===== config.mk =====
export PLATFORM = sky130hd
export DESIGN_NAME = bp_l15_cmd_decoder_flat
export DESIGN_NICKNAME = d
export VERILOG_FILES = /design/src/rtl/bp_l15_pkg.sv /design/src/rtl/bp_l15_cmd_decoder_if.sv /design/src/rtl/bp_l15_store_replicate.sv /design/src/rtl/bp_l15_cmd_decoder.sv /design/src/flat_wrapper.sv
export SDC_FILE = /design/constraint.sdc
export NUM_CORES = 1
export LEC_CHECK = 0
export BUFFER_PORTS_ARGS = -buffer_cell sky130_fd_sc_hd__buf_2
export CAP_MARGIN = 20
export CORE_MARGIN = 5
export CORE_UTILIZATION = 25
export DETAILED_ROUTE_END_ITERATION = 10
export GPL_TIMING_DRIVEN = 0
export PLACE_DENSITY = 0.5
export SYNTH_ARGS = -nofsm -noshare
export SYNTH_HDL_FRONTEND = slang
export SYNTH_SLANG_ARGS = --single-unit

===== constraint.sdc =====
create_clock -name clk_i -period 2.9 [get_ports clk_i]
set_input_delay 0.145 -clock clk_i [delete_from_list [all_inputs] [get_ports clk_i]]
set_output_delay 0.145 -clock clk_i [all_outputs]
set_load 0.01 [all_outputs]

===== src/rtl/bp_l15_pkg.sv =====
// Shared types, constants and size mapping for the BP memory-command to L1.5 request decoder.
package bp_l15_pkg;

    localparam int unsigned paddr_width_p       = 40;
    localparam int unsigned mem_payload_width_p = 16;
    localparam int unsigned cce_block_width_p   = 64;
    localparam int unsigned l15_data_width_lp   = 64;

    typedef enum logic [1:0] {
        e_lce_nc_req_1 = 2'b00,
        e_lce_nc_req_2 = 2'b01,
        e_lce_nc_req_4 = 2'b10,
        e_lce_nc_req_8 = 2'b11
    } bp_lce_cce_nc_req_size_e;

    typedef enum logic [1:0] {
        E_IDLE = 2'b00,
        E_REQ  = 2'b01,
        E_WAIT = 2'b10
    } l15_dec_state_e;

    localparam logic [4:0] LOAD_RQ  = 5'b00000;
    localparam logic [4:0] STORE_RQ = 5'b00001;

    localparam logic [2:0] MSG_DATA_SIZE_0B  = 3'b000;
    localparam logic [2:0] MSG_DATA_SIZE_1B  = 3'b001;
    localparam logic [2:0] MSG_DATA_SIZE_2B  = 3'b010;
    localparam logic [2:0] MSG_DATA_SIZE_4B  = 3'b011;
    localparam logic [2:0] MSG_DATA_SIZE_8B  = 3'b100;
    localparam logic [2:0] MSG_DATA_SIZE_16B = 3'b101;

    typedef struct packed {
        logic [mem_payload_width_p-1:0] payload;
        bp_lce_cce_nc_req_size_e        nc_size;
        logic                           non_cacheable;
        logic [paddr_width_p-1:0]       addr;
    } bp_cce_mem_cmd_s;

    typedef struct packed {
        logic [mem_payload_width_p-1:0] payload;
        bp_lce_cce_nc_req_size_e        nc_size;
        logic                           non_cacheable;
        logic [paddr_width_p-1:0]       addr;
        logic [cce_block_width_p-1:0]   data;
    } bp_cce_mem_data_cmd_s;

    // Cacheable requests always move a full 16B block.
    function automatic logic [2:0] l15_size_f(input logic nc, input bp_lce_cce_nc_req_size_e sz);
        logic [2:0] r;
        if (!nc) begin
            r = MSG_DATA_SIZE_16B;
        end else begin
            case (sz)
                e_lce_nc_req_1: r = MSG_DATA_SIZE_1B;
                e_lce_nc_req_2: r = MSG_DATA_SIZE_2B;
                e_lce_nc_req_4: r = MSG_DATA_SIZE_4B;
                default:        r = MSG_DATA_SIZE_8B;
            endcase
        end
        return r;
    endfunction

endpackage


===== src/rtl/bp_l15_cmd_decoder_if.sv =====
// BP command channels plus L1.5 request/response and encoder side-band, as one bundle.
interface bp_l15_cmd_decoder_if;
    import bp_l15_pkg::*;

    bp_cce_mem_cmd_s          mem_cmd_i;
    logic                     mem_cmd_v_i;
    logic                     mem_cmd_yumi_o;
    bp_cce_mem_data_cmd_s     mem_data_cmd_i;
    logic                     mem_data_cmd_v_i;
    logic                     mem_data_cmd_yumi_o;

    logic                     transducer_l15_val;
    logic [4:0]               transducer_l15_rqtype;
    logic [2:0]               transducer_l15_size;
    logic [paddr_width_p-1:0] transducer_l15_address;
    logic [63:0]              transducer_l15_data;
    logic                     transducer_l15_nc;
    logic                     l15_transducer_ack;
    logic                     l15_transducer_val;

    logic [mem_payload_width_p-1:0] mem_payload;
    bp_lce_cce_nc_req_size_e        nc_size;
    logic                           transducer_l15_req_ack;

    modport master (
        input  mem_cmd_i, mem_cmd_v_i, mem_data_cmd_i, mem_data_cmd_v_i,
        input  l15_transducer_ack, l15_transducer_val,
        output mem_cmd_yumi_o, mem_data_cmd_yumi_o,
        output transducer_l15_val, transducer_l15_rqtype, transducer_l15_size,
        output transducer_l15_address, transducer_l15_data, transducer_l15_nc,
        output mem_payload, nc_size, transducer_l15_req_ack
    );

    modport slave (
        output mem_cmd_i, mem_cmd_v_i, mem_data_cmd_i, mem_data_cmd_v_i,
        output l15_transducer_ack, l15_transducer_val,
        input  mem_cmd_yumi_o, mem_data_cmd_yumi_o,
        input  transducer_l15_val, transducer_l15_rqtype, transducer_l15_size,
        input  transducer_l15_address, transducer_l15_data, transducer_l15_nc,
        input  mem_payload, nc_size, transducer_l15_req_ack
    );

endinterface


===== src/rtl/bp_l15_store_replicate.sv =====
// Replicates the low store bytes across 64 bits; BP_L15_STORE_BSWAP_EN reverses byte order afterwards.
module bp_l15_store_replicate
    import bp_l15_pkg::*;
(
    input  logic [63:0] i_data,
    input  logic [2:0]  i_size,
    output logic [63:0] o_data_c
);

    logic [63:0] w_rep;

    always_comb begin
        case (i_size)
            MSG_DATA_SIZE_1B: w_rep = {8{i_data[7:0]}};
            MSG_DATA_SIZE_2B: w_rep = {4{i_data[15:0]}};
            MSG_DATA_SIZE_4B: w_rep = {2{i_data[31:0]}};
            default:          w_rep = i_data;
        endcase
    end

`ifdef BP_L15_STORE_BSWAP_EN
    assign o_data_c = {<<8{w_rep}};
`else
    assign o_data_c = w_rep;
`endif

endmodule


===== src/rtl/bp_l15_cmd_decoder.sv =====
// Turns BP read/write memory commands into single-outstanding L1.5 requests.
// Optional BP_L15_STORE_BSWAP_EN byte-swaps store data (see bp_l15_store_replicate).
module bp_l15_cmd_decoder
    import bp_l15_pkg::*;
(
    input  logic                 clk_i,
    input  logic                 reset_i,
    bp_l15_cmd_decoder_if.master bus
);

    l15_dec_state_e                 r_state;
    l15_dec_state_e                 w_state_nxt;
    logic [4:0]                     r_rqtype;
    logic [2:0]                     r_size;
    logic [paddr_width_p-1:0]       r_addr;
    logic [63:0]                    r_data;
    logic                           r_nc;
    logic [mem_payload_width_p-1:0] r_payload;
    bp_lce_cce_nc_req_size_e        r_nc_size;
    logic                           w_cap_wr;
    logic                           w_cap_rd;
    logic                           w_req_ack;
    logic [63:0]                    w_store_data;

    always_ff @(posedge clk_i) begin
        if (reset_i) begin
            r_state   <= E_IDLE;
            r_rqtype  <= LOAD_RQ;
            r_size    <= MSG_DATA_SIZE_0B;
            r_addr    <= '0;
            r_data    <= '0;
            r_nc      <= 1'b0;
            r_payload <= '0;
            r_nc_size <= e_lce_nc_req_1;
        end else begin
            r_state <= w_state_nxt;
            if (w_cap_wr) begin
                r_rqtype  <= STORE_RQ;
                r_size    <= l15_size_f(bus.mem_data_cmd_i.non_cacheable, bus.mem_data_cmd_i.nc_size);
                r_addr    <= bus.mem_data_cmd_i.addr;
                r_data    <= bus.mem_data_cmd_i.data;
                r_nc      <= bus.mem_data_cmd_i.non_cacheable;
                r_payload <= bus.mem_data_cmd_i.payload;
                r_nc_size <= bus.mem_data_cmd_i.nc_size;
            end else if (w_cap_rd) begin
                r_rqtype  <= LOAD_RQ;
                r_size    <= l15_size_f(bus.mem_cmd_i.non_cacheable, bus.mem_cmd_i.nc_size);
                r_addr    <= bus.mem_cmd_i.addr;
                r_data    <= '0;
                r_nc      <= bus.mem_cmd_i.non_cacheable;
                r_payload <= bus.mem_cmd_i.payload;
                r_nc_size <= bus.mem_cmd_i.nc_size;
            end
        end
    end

    // Writes win arbitration; nothing is consumed or acknowledged while reset is high.
    always_comb begin
        w_state_nxt = r_state;
        w_cap_wr    = 1'b0;
        w_cap_rd    = 1'b0;
        w_req_ack   = 1'b0;
        if (!reset_i) begin
            case (r_state)
                E_IDLE: begin
                    if (bus.mem_data_cmd_v_i) begin
                        w_cap_wr    = 1'b1;
                        w_state_nxt = E_REQ;
                    end else if (bus.mem_cmd_v_i) begin
                        w_cap_rd    = 1'b1;
                        w_state_nxt = E_REQ;
                    end
                end
                E_REQ: begin
                    if (bus.l15_transducer_ack) begin
                        w_req_ack   = 1'b1;
                        w_state_nxt = E_WAIT;
                    end
                end
                E_WAIT: begin
                    if (bus.l15_transducer_val) w_state_nxt = E_IDLE;
                end
                default: w_state_nxt = E_IDLE;
            endcase
        end
    end

    bp_l15_store_replicate u_replicate (
        .i_data   (r_data),
        .i_size   (r_size),
        .o_data_c (w_store_data)
    );

    assign bus.mem_data_cmd_yumi_o    = w_cap_wr;
    assign bus.mem_cmd_yumi_o         = w_cap_rd;
    assign bus.transducer_l15_val     = (r_state == E_REQ);
    assign bus.transducer_l15_rqtype  = r_rqtype;
    assign bus.transducer_l15_size    = r_size;
    assign bus.transducer_l15_address = r_addr;
    assign bus.transducer_l15_data    = w_store_data;
    assign bus.transducer_l15_nc      = r_nc;
    assign bus.mem_payload            = r_payload;
    assign bus.nc_size                = r_nc_size;
    assign bus.transducer_l15_req_ack = w_req_ack;

    a_resp_only_in_wait: assert property (@(posedge clk_i) disable iff (reset_i)
        bus.l15_transducer_val |-> (r_state == E_WAIT));

endmodule


===== src/flat_wrapper.sv =====
// flat-port wrapper written by rule: the top's interface ports become plain ports
module bp_l15_cmd_decoder_flat import bp_l15_pkg::*;
  (clk_i, reset_i, bus_mem_cmd_i, bus_mem_cmd_v_i, bus_mem_data_cmd_i, bus_mem_data_cmd_v_i, bus_l15_transducer_ack, bus_l15_transducer_val, bus_mem_cmd_yumi_o, bus_mem_data_cmd_yumi_o, bus_transducer_l15_val, bus_transducer_l15_rqtype, bus_transducer_l15_size, bus_transducer_l15_address, bus_transducer_l15_data, bus_transducer_l15_nc, bus_mem_payload, bus_nc_size, bus_transducer_l15_req_ack);
  bp_l15_cmd_decoder_if bus_i ();
  input  logic clk_i;
  input  logic reset_i;
  input wire logic [$bits(bus_i.mem_cmd_i)-1:0] bus_mem_cmd_i;
  input wire logic [$bits(bus_i.mem_cmd_v_i)-1:0] bus_mem_cmd_v_i;
  input wire logic [$bits(bus_i.mem_data_cmd_i)-1:0] bus_mem_data_cmd_i;
  input wire logic [$bits(bus_i.mem_data_cmd_v_i)-1:0] bus_mem_data_cmd_v_i;
  input wire logic [$bits(bus_i.l15_transducer_ack)-1:0] bus_l15_transducer_ack;
  input wire logic [$bits(bus_i.l15_transducer_val)-1:0] bus_l15_transducer_val;
  output wire logic [$bits(bus_i.mem_cmd_yumi_o)-1:0] bus_mem_cmd_yumi_o;
  output wire logic [$bits(bus_i.mem_data_cmd_yumi_o)-1:0] bus_mem_data_cmd_yumi_o;
  output wire logic [$bits(bus_i.transducer_l15_val)-1:0] bus_transducer_l15_val;
  output wire logic [$bits(bus_i.transducer_l15_rqtype)-1:0] bus_transducer_l15_rqtype;
  output wire logic [$bits(bus_i.transducer_l15_size)-1:0] bus_transducer_l15_size;
  output wire logic [$bits(bus_i.transducer_l15_address)-1:0] bus_transducer_l15_address;
  output wire logic [$bits(bus_i.transducer_l15_data)-1:0] bus_transducer_l15_data;
  output wire logic [$bits(bus_i.transducer_l15_nc)-1:0] bus_transducer_l15_nc;
  output wire logic [$bits(bus_i.mem_payload)-1:0] bus_mem_payload;
  output wire logic [$bits(bus_i.nc_size)-1:0] bus_nc_size;
  output wire logic [$bits(bus_i.transducer_l15_req_ack)-1:0] bus_transducer_l15_req_ack;
  assign bus_i.mem_cmd_i = bus_mem_cmd_i;
  assign bus_i.mem_cmd_v_i = bus_mem_cmd_v_i;
  assign bus_i.mem_data_cmd_i = bus_mem_data_cmd_i;
  assign bus_i.mem_data_cmd_v_i = bus_mem_data_cmd_v_i;
  assign bus_i.l15_transducer_ack = bus_l15_transducer_ack;
  assign bus_i.l15_transducer_val = bus_l15_transducer_val;
  assign bus_mem_cmd_yumi_o = bus_i.mem_cmd_yumi_o;
  assign bus_mem_data_cmd_yumi_o = bus_i.mem_data_cmd_yumi_o;
  assign bus_transducer_l15_val = bus_i.transducer_l15_val;
  assign bus_transducer_l15_rqtype = bus_i.transducer_l15_rqtype;
  assign bus_transducer_l15_size = bus_i.transducer_l15_size;
  assign bus_transducer_l15_address = bus_i.transducer_l15_address;
  assign bus_transducer_l15_data = bus_i.transducer_l15_data;
  assign bus_transducer_l15_nc = bus_i.transducer_l15_nc;
  assign bus_mem_payload = bus_i.mem_payload;
  assign bus_nc_size = bus_i.nc_size;
  assign bus_transducer_l15_req_ack = bus_i.transducer_l15_req_ack;
  bp_l15_cmd_decoder u_core (.clk_i(clk_i), .reset_i(reset_i), .bus(bus_i));
endmodule

==> results.json, run 1 <==
{
  "cellInternalPower_w": 0.00371,
  "timing.critical_path.slowest_cell_delay_ns": 0.58,
  "vias": 7631,
  "floorplan.core_area_sq_um": 24400,
  "final_nets": 1463,
  "global_route.overflow_total": 0,
  "worstSetupPathType": "flip-flop to flip-flop",
  "grt_antenna_before_repair": 4,
  "count_of_flip_flops_with_a_built_in_enable_after_synthesis": 0,
  "post_cts_resized": 0,
  "switching_pwr_w": 0.00180,
  "setup_tns_ns": 0,
  "wirelength_um": 29900,
  "synth_top_cell_by_area": "sky130_fd_sc_hd__dfxtp_1",
  "area.growth.synth_to_final_pct": 68.5,
  "syn-instance-count": 758,
  "cts_htree_levels": 4,
  "portBuffers": 317,
  "clock_power_share": 0.368,
  "skew_ns": 0.0134,
  "post_synthesis_register_bit_count": 129,
  "mappedNetlistArea_sq_um": 6220,
  "die_y_um": 168,
  "total_routing_resource_utilization_after_global_routing": 0.205,
  "cp-start-kind": "flip-flop",
  "fin_crit_sh": 0.895,
  "first_global_vias": 7984,
  "crit_required_ns": 3.26,
  "worst-slew-pin-transition_ns": 1.03,
  "pins_over_their_slew_limit": 0,
  "wl_per_cell_um": 18.6,
  "clock_sink_count": 129,
  "ios": 323,
  "initialDrtViolationCount": 442,
  "clockBufferDepth": 2,
  "worstHoldPathType": "input port to flip-flop",
  "cp.arrival_ns": 2.96,
  "vias_per_cell": 4.75,
  "place_ws_ns": 0.646,
  "synth-seq-area-share": 0.415,
  "async_flop_share": 0,
  "layout.core_utilization": 0.430,
  "final.setup.worst_slack_ns": 0.306,
  "start_util": 0.255,
  "combinationalPowerShare": 0.265,
  "power_density_nw_per_um2": 525,
  "die_width_um": 168,
  "pin_count_of_the_biggest_net_entering_global_routing": 17,
  "synth.lib_cells_used.distinct": 42,
  "numCtsBuffers": 17,
  "hold_viol_final": 0,
  "status": "finished clean",
  "clock_insertion_delay_worst_skew_ns": 0.43,
  "synth_top_flop_cell": "sky130_fd_sc_hd__dfxtp_1",
  "cpMaxStageDelayCell": "sky130_fd_sc_hd__dlygate4sd3_1",
  "netSwitchingFraction": 0.327,
  "synth_most_common_cell": "sky130_fd_sc_hd__nand2_1",
  "grt_first_pass_wirelength_um": 45500,
  "power.total_w": 0.00551,
  "pwr-share-seq": 0.367,
  "hold-worst-slack_ns": 0.0196,
  "setup_viol": 0,
  "vdd_ir_drop_max_mv": 0.274,
  "crit_path_end_kind": "flip-flop",
  "synth_top_cells_by_area": "sky130_fd_sc_hd__dfxtp_1 41%, sky130_fd_sc_hd__nand2_1 10%, sky130_fd_sc_hd__a22o_1 9.0%, sky130_fd_sc_hd__a311oi_1 8.2%, sky130_fd_sc_hd__nor2_1 5.4%",
  "clock_tree_from_tritoncts": "yes",
  "synth.top_cells.by_count": "169 x sky130_fd_sc_hd__nand2_1, 129 x sky130_fd_sc_hd__dfxtp_1, 89 x sky130_fd_sc_hd__nor2_1, 64 x sky130_fd_sc_hd__a22o_1, 58 x sky130_fd_sc_hd__a311oi_1",
  "synth.top_cell.area_share": 0.415,
  "post_route_cells_drive_above_1_share": 0.331,
  "count_of_fill_cells_added_during_filler_insertion": 2455,
  "slew_headroom": 0.312,
  "dp_hpwl_um": 22100,
  "final_period_minus_worst_setup_slack_ns": 2.59,
  "drv.max_cap_violation_count": 0,
  "grt_setup_unrepaired": "no",
  "num_rows": 57,
  "cellLeakagePower_nw": 5.01,
  "yosysWarnings": 0,
  "worst-path-max-fanout": 10,
  "ant_nets": 0,
  "drcViolationCount": 0,
  "worst_setup_hold_path_clk_slew_ns": 0.07,
  "gp_routability_congestion": 0.847,
  "clock.fmax_mhz": 385,
  "pre_repair_dr_iteration_count": 5,
  "synthesis.area_per_instance_sq_um": 8.21,
  "cp_cell_sequence": "buf_6 > nor3_4 > nand2_2 > inv_2 > buf_2 > nand2_1 > a311oi_1 > dlygate4sd3_1",
  "cts-root-buf": "sky130_fd_sc_hd__clkbuf_16",
  "design.die.area_sq_um": 28200
}
[final cells by class]
type                       count  area (sq um)  share of cell area
buffer                        85           429              0.0409
clock inverter                14           108              0.0103
antenna                        2          5.00            0.000477
tap                          324           405              0.0386
clock buffer                  18           429              0.0409
inverter                       8          30.0             0.00286
timing repair buffer         489          3310               0.315
multi-input combinational    539          3190               0.304
sequential                   129          2580               0.246
[cell usage in the layout (no fill, tap or decap), drive strengths merged, types with 3 or more instances in the layout]
| master | count |
|---|---|
| clkinv | 8 |
| nor2 | 90 |
| buf | 361 |
| dfxtp | 129 |
| a21oi | 28 |
| o22a | 6 |
| conb | 4 |
| a22o | 64 |
| inv | 11 |
| a311oi | 58 |
| mux2i | 8 |
| dlygate4sd3 | 172 |
| clkinvlp | 3 |
| clkbuf | 59 |
| o21ai | 28 |
| nor3 | 4 |
| a22oi | 10 |
| o22ai | 22 |
| mux2 | 24 |
| nand2 | 170 |
| ha | 6 |
[metal layers]
metal | wire length (um) | global-route usage | vias up
met2 | 14700 | 0.364 | 325
li1 | - | - | 3738
met3 | 2330 | 0.0614 | 49
met1 | 12100 | 0.237 | 3511
met5 | 46 | 0 | -
met4 | 716 | 0.0632 | 8
[path summary, 6_finish.rpt]
path | start | cells past startpoint | to | slack (ns)
worst max-delay path | u_core.r_state[1] | 8 | u_core.bus.transducer_l15_address[37] | 0.31
worst min-delay path | bus_mem_data_cmd_i[102] | 3 | u_core.bus.transducer_l15_address[38] | 0.02
worst max register to register | u_core.r_state[1] | 8 | u_core.bus.transducer_l15_address[37] | 0.31
worst min register to register | u_core.r_data[48] | 1 | u_core.r_data[48] | 0.48
[what timing repair did]
item,4_1_cts,5_1_grt
hold endpoints to repair,119,0
buffers inserted,0,0
hold buffers,172,0
[worst max-delay path, delay by kind of cell, from the launching register on]
family / cells / cell delay (ns)
AND/OR/NAND/NOR: 3 / 0.66
flip-flops: 1 / 0.31
buffers and inverters: 4 / 1.28
AO/OA/AOI/OAI: 1 / 0.27
[power groups by stage]
stage               sequential (W)  combinational, W  clock (W)
floorplan                  0.00207          0.000650          0
detailed placement         0.00206           0.00124          0
finish                     0.00202           0.00146    0.00202
global placement           0.00206           0.00123          0
global route               0.00204           0.00160    0.00216
CTS                        0.00202           0.00146    0.00207
[registers in the layout (all words and copies together), names as in the netlist]
| register | count |
|---|---|
| u_core.bus.mem_payload | 16 |
| u_core.bus.nc_size | 2 |
| u_core.bus.transducer_l15_address | 40 |
| u_core.bus.transducer_l15_nc | 1 |
| u_core.bus.transducer_l15_rqtype | 1 |
| u_core.bus.transducer_l15_size | 3 |
| u_core.r_data | 64 |
| u_core.r_state | 2 |
[cells by family after synthesis]
| family | after synthesis | share of synthesized area |
|---|---|---|
| AND/OR/NAND/NOR | 275 | 0.174 |
| AO/OA/AOI/OAI | 222 | 0.268 |
| flip-flops | 129 | 0.415 |
| buffers and inverters | 93 | 0.0738 |
| multiplexers | 32 | 0.0563 |
| adder cells (fa/ha/maj) | 6 | 0.0121 |
| other | 1 | 0.000602 |
[metrics by stage]
| step | cell area (sq um) | cells |
|---|---|---|
| detailed placement | 8230 | 1402 |
| CTS | 10500 | 1606 |
| global placement | 8230 | 1402 |
| floorplan | 6240 | 761 |
| finish | 10500 | 1608 |
| global route | 10500 | 1606 |
Note: power is estimated with default switching activity, not from simulation.
==> inputs of run 2 (changes only) <==
--- a/config.mk
+++ b/config.mk
@@ -11,7 +11,9 @@
 export CORE_UTILIZATION = 25
 export DETAILED_ROUTE_END_ITERATION = 10
 export GPL_TIMING_DRIVEN = 0
-export PLACE_DENSITY = 0.5
+export PLACE_DENSITY = 0.49
+export SETUP_SLACK_MARGIN = 0.02
 export SYNTH_ARGS = -nofsm -noshare
 export SYNTH_HDL_FRONTEND = slang
+export SYNTH_HIERARCHICAL = 1
 export SYNTH_SLANG_ARGS = --single-unit
==> run 2 against run 1 <==
- synthesized cell count rose by 5.3%
- register-to-register slack improved by 0.28 ns
- die area rose by 11%
==> results.json, run 2 <==
{
  "setup_viol": 0,
  "worst-path-max-fanout": 10,
  "cp_cell_sequence": "buf_2 > inv_1 > buf_1 > a211oi_1 > buf_2",
  "ios": 323,
  "post_synthesis_register_bit_count": 129,
  "ant_nets": 0,
  "clockBufferDepth": 2,
  "yosysWarnings": 6,
  "skew_ns": 0.0139,
  "layout.core_utilization": 0.398,
  "worst_setup_hold_path_clk_slew_ns": 0.06,
  "synth_top_flop_cell": "sky130_fd_sc_hd__dfxtp_1",
  "hold_viol_final": 0,
  "mappedNetlistArea_sq_um": 6930,
  "first_global_vias": 8214,
  "total_routing_resource_utilization_after_global_routing": 0.195,
  "wl_per_cell_um": 18.8,
  "area.growth.synth_to_final_pct": 58.1,
  "status": "finished clean",
  "power_density_nw_per_um2": 570,
  "grt_first_pass_wirelength_um": 47100,
  "initialDrtViolationCount": 332,
  "synth.lib_cells_used.distinct": 42,
  "synth.top_cell.area_share": 0.373,
  "vias": 7984,
  "floorplan.core_area_sq_um": 27600,
  "final.setup.worst_slack_ns": 0.371,
  "clock_sink_count": 129,
  "synth_top_cells_by_area": "sky130_fd_sc_hd__dfxtp_1 37%, sky130_fd_sc_hd__mux2i_1 8.5%, sky130_fd_sc_hd__a21oi_1 5.8%, sky130_fd_sc_hd__o211ai_2 5.4%, sky130_fd_sc_hd__o21ai_0 5.2%",
  "place_ws_ns": 0.524,
  "synth-seq-area-share": 0.373,
  "cts-root-buf": "sky130_fd_sc_hd__clkbuf_16",
  "synth_most_common_cell": "sky130_fd_sc_hd__dfxtp_1",
  "wirelength_um": 31300,
  "cp-start-kind": "flip-flop",
  "num_rows": 61,
  "crit_path_end_kind": "primary output",
  "clock.fmax_mhz": 395,
  "cp.arrival_ns": 2.38,
  "final_period_minus_worst_setup_slack_ns": 2.53,
  "grt_antenna_before_repair": 3,
  "register_containing_the_most_flip_flops_in_the_final_layout": "u_core/r_data",
  "worstHoldStart": "bus_mem_data_cmd_i[102]",
  "cellLeakagePower_nw": 4.69,
  "power.total_w": 0.00625,
  "clock_tree_from_tritoncts": "yes",
  "slew_headroom": 0.254,
  "count_of_flip_flops_with_a_built_in_enable_after_synthesis": 0,
  "die_width_um": 176,
  "vdd_ir_drop_max_mv": 0.257,
  "die_y_um": 176,
  "crit_required_ns": 2.76,
  "drcViolationCount": 0,
  "pins_over_their_slew_limit": 0,
  "layout_common_cells": "341 x sky130_fd_sc_hd__buf_2, 134 x sky130_fd_sc_hd__dlygate4sd3_1, 129 x sky130_fd_sc_hd__dfxtp_1, 80 x sky130_fd_sc_hd__a21oi_1, 75 x sky130_fd_sc_hd__nand2_1",
  "start_util": 0.251,
  "synthesis.area_per_instance_sq_um": 8.68,
  "rr_startpoint": "u_core/r_state[1]",
  "async_flop_share": 0,
  "synth.top_cells.by_count": "129 x sky130_fd_sc_hd__dfxtp_1, 80 x sky130_fd_sc_hd__a21oi_1, 75 x sky130_fd_sc_hd__nand2_1, 72 x sky130_fd_sc_hd__o21ai_0",
  "worst-slew-pin-transition_ns": 1.11,
  "most_common_cell_after_layout_fill_and_taps_aside": "sky130_fd_sc_hd__buf_2",
  "largest_register_ffs": 64,
  "global_route.overflow_total": 0,
  "vias_per_cell": 4.80,
  "dp_hpwl_um": 23600,
  "pre_repair_dr_iteration_count": 5,
  "postCtsSetupBuffers": 0,
  "post_route_cells_drive_above_1_share": 0.368,
  "startpoint": "u_core/bus.transducer_l15_size[1]",
  "cts_htree_levels": 4,
  "timing.critical_path.slowest_cell_delay_ns": 0.60,
  "drv.max_cap_violation_count": 0,
  "gp_routability_congestion": 0.892,
  "pin_count_of_the_biggest_net_entering_global_routing": 17,
  "portBuffers": 317,
  "worstSetupPathType": "flip-flop to primary output",
  "critical-path-top-cell-by-count": "sky130_fd_sc_hd__buf_2",
  "worstHoldPathType": "input port to flip-flop",
  "synth_top_cell_by_area": "sky130_fd_sc_hd__dfxtp_1",
  "design.die.area_sq_um": 31100,
  "fin_crit_sh": 0.872,
  "clock_insertion_delay_worst_skew_ns": 0.43,
  "grt_setup_unrepaired": "no",
  "final_nets": 1461,
  "cpMaxStageDelayCell": "sky130_fd_sc_hd__dfxtp_1",
  "syn-instance-count": 798,
  "setup_tns_ns": 0,
  "numCtsBuffers": 17
}
## run 2: cell count changes after synthesis, sizes merged, moves of 53 or more
cell	change
o211ai	+60
a22o	-64
nand2	-95
a311oi	-58
nor2	-61
a21oi	+53
o21ai	+103
## run 2: critical path, delay by kind of cell (launching register included)
family	cells	cell delay, ns
buf+inv	4	0.93
flops	1	0.60
compound gates	1	0.44
## run 2: repair_timing
action                                  4_1_cts  5_1_grt
endpoints found under the setup margin        0        0
hold buffers                                134        0
gates resized for setup                       0        0
hold endpoints to repair                    102        0
## run 2: logic make-up after synthesis
kind of cell / count (synthesis) / share of synthesized area
buffers and inverters: 103 / 0.0840
AO/OA/AOI/OAI: 345 / 0.317
adder cells (fa/ha/maj): 2 / 0.00361
AND/OR/NAND/NOR: 127 / 0.0804
flip-flops: 129 / 0.373
other: 1 / 0.000541
multiplexers: 91 / 0.142
## run 2: where the power goes
part	switching (W)	total (W)	internal, W
logic	0.00104	0.00191	0.000863
clock network	0.000894	0.00226	0.00136
registers	0.000150	0.00208	0.00193
total	0.00209	0.00625	0.00416
## run 2: worst paths after layout
kind / end / slack (ns) / depth (start not counted)
hold reg to reg: u_core/bus.transducer_l15_rqtype[0] / 0.47 / 1
hold / removal: u_core/bus.transducer_l15_address[38] / 0.01 / 3
setup reg to reg: u_core/bus.mem_payload[14] / 0.59 / 6
setup / recovery: bus_transducer_l15_data[29] / 0.37 / 5
## run 2: area by class of cell
| cell class | instances | area, sq um |
|---|---|---|
| inverters | 4 | 15.0 |
| flip-flops and latches | 129 | 2580 |
| clock inverters | 15 | 184 |
| multi-input cells | 569 | 3780 |
| well taps | 378 | 473 |
| plain buffers | 99 | 567 |
| diodes | 1 | 2.50 |
| clock buffers | 17 | 425 |
| fillers | 2873 | 16600 |
| repair buffers | 451 | 2930 |
## run 2: metrics by stage
step | area, sq um | cells | hold slack [ns]
2_1_floorplan | 6940 | 801 | 0.234
3_3_place_gp | 9000 | 1496 | 0.356
3_5_place_dp | 9000 | 1496 | 0.370
4_1_cts | 11000 | 1662 | 0.000563
5_1_grt | 11000 | 1663 | 0.00656
6_report | 11000 | 1663 | 0.00976
## run 2: layer usage
layer | vias to the layer above | wire length (um) | track usage
met2 | 333 | 15200 | 0.337
met5 | - | 21 | 0
met1 | 3718 | 13000 | 0.237
li1 | 3894 | - | -
met3 | 35 | 2600 | 0.0600
met4 | 4 | 487 | 0.0493
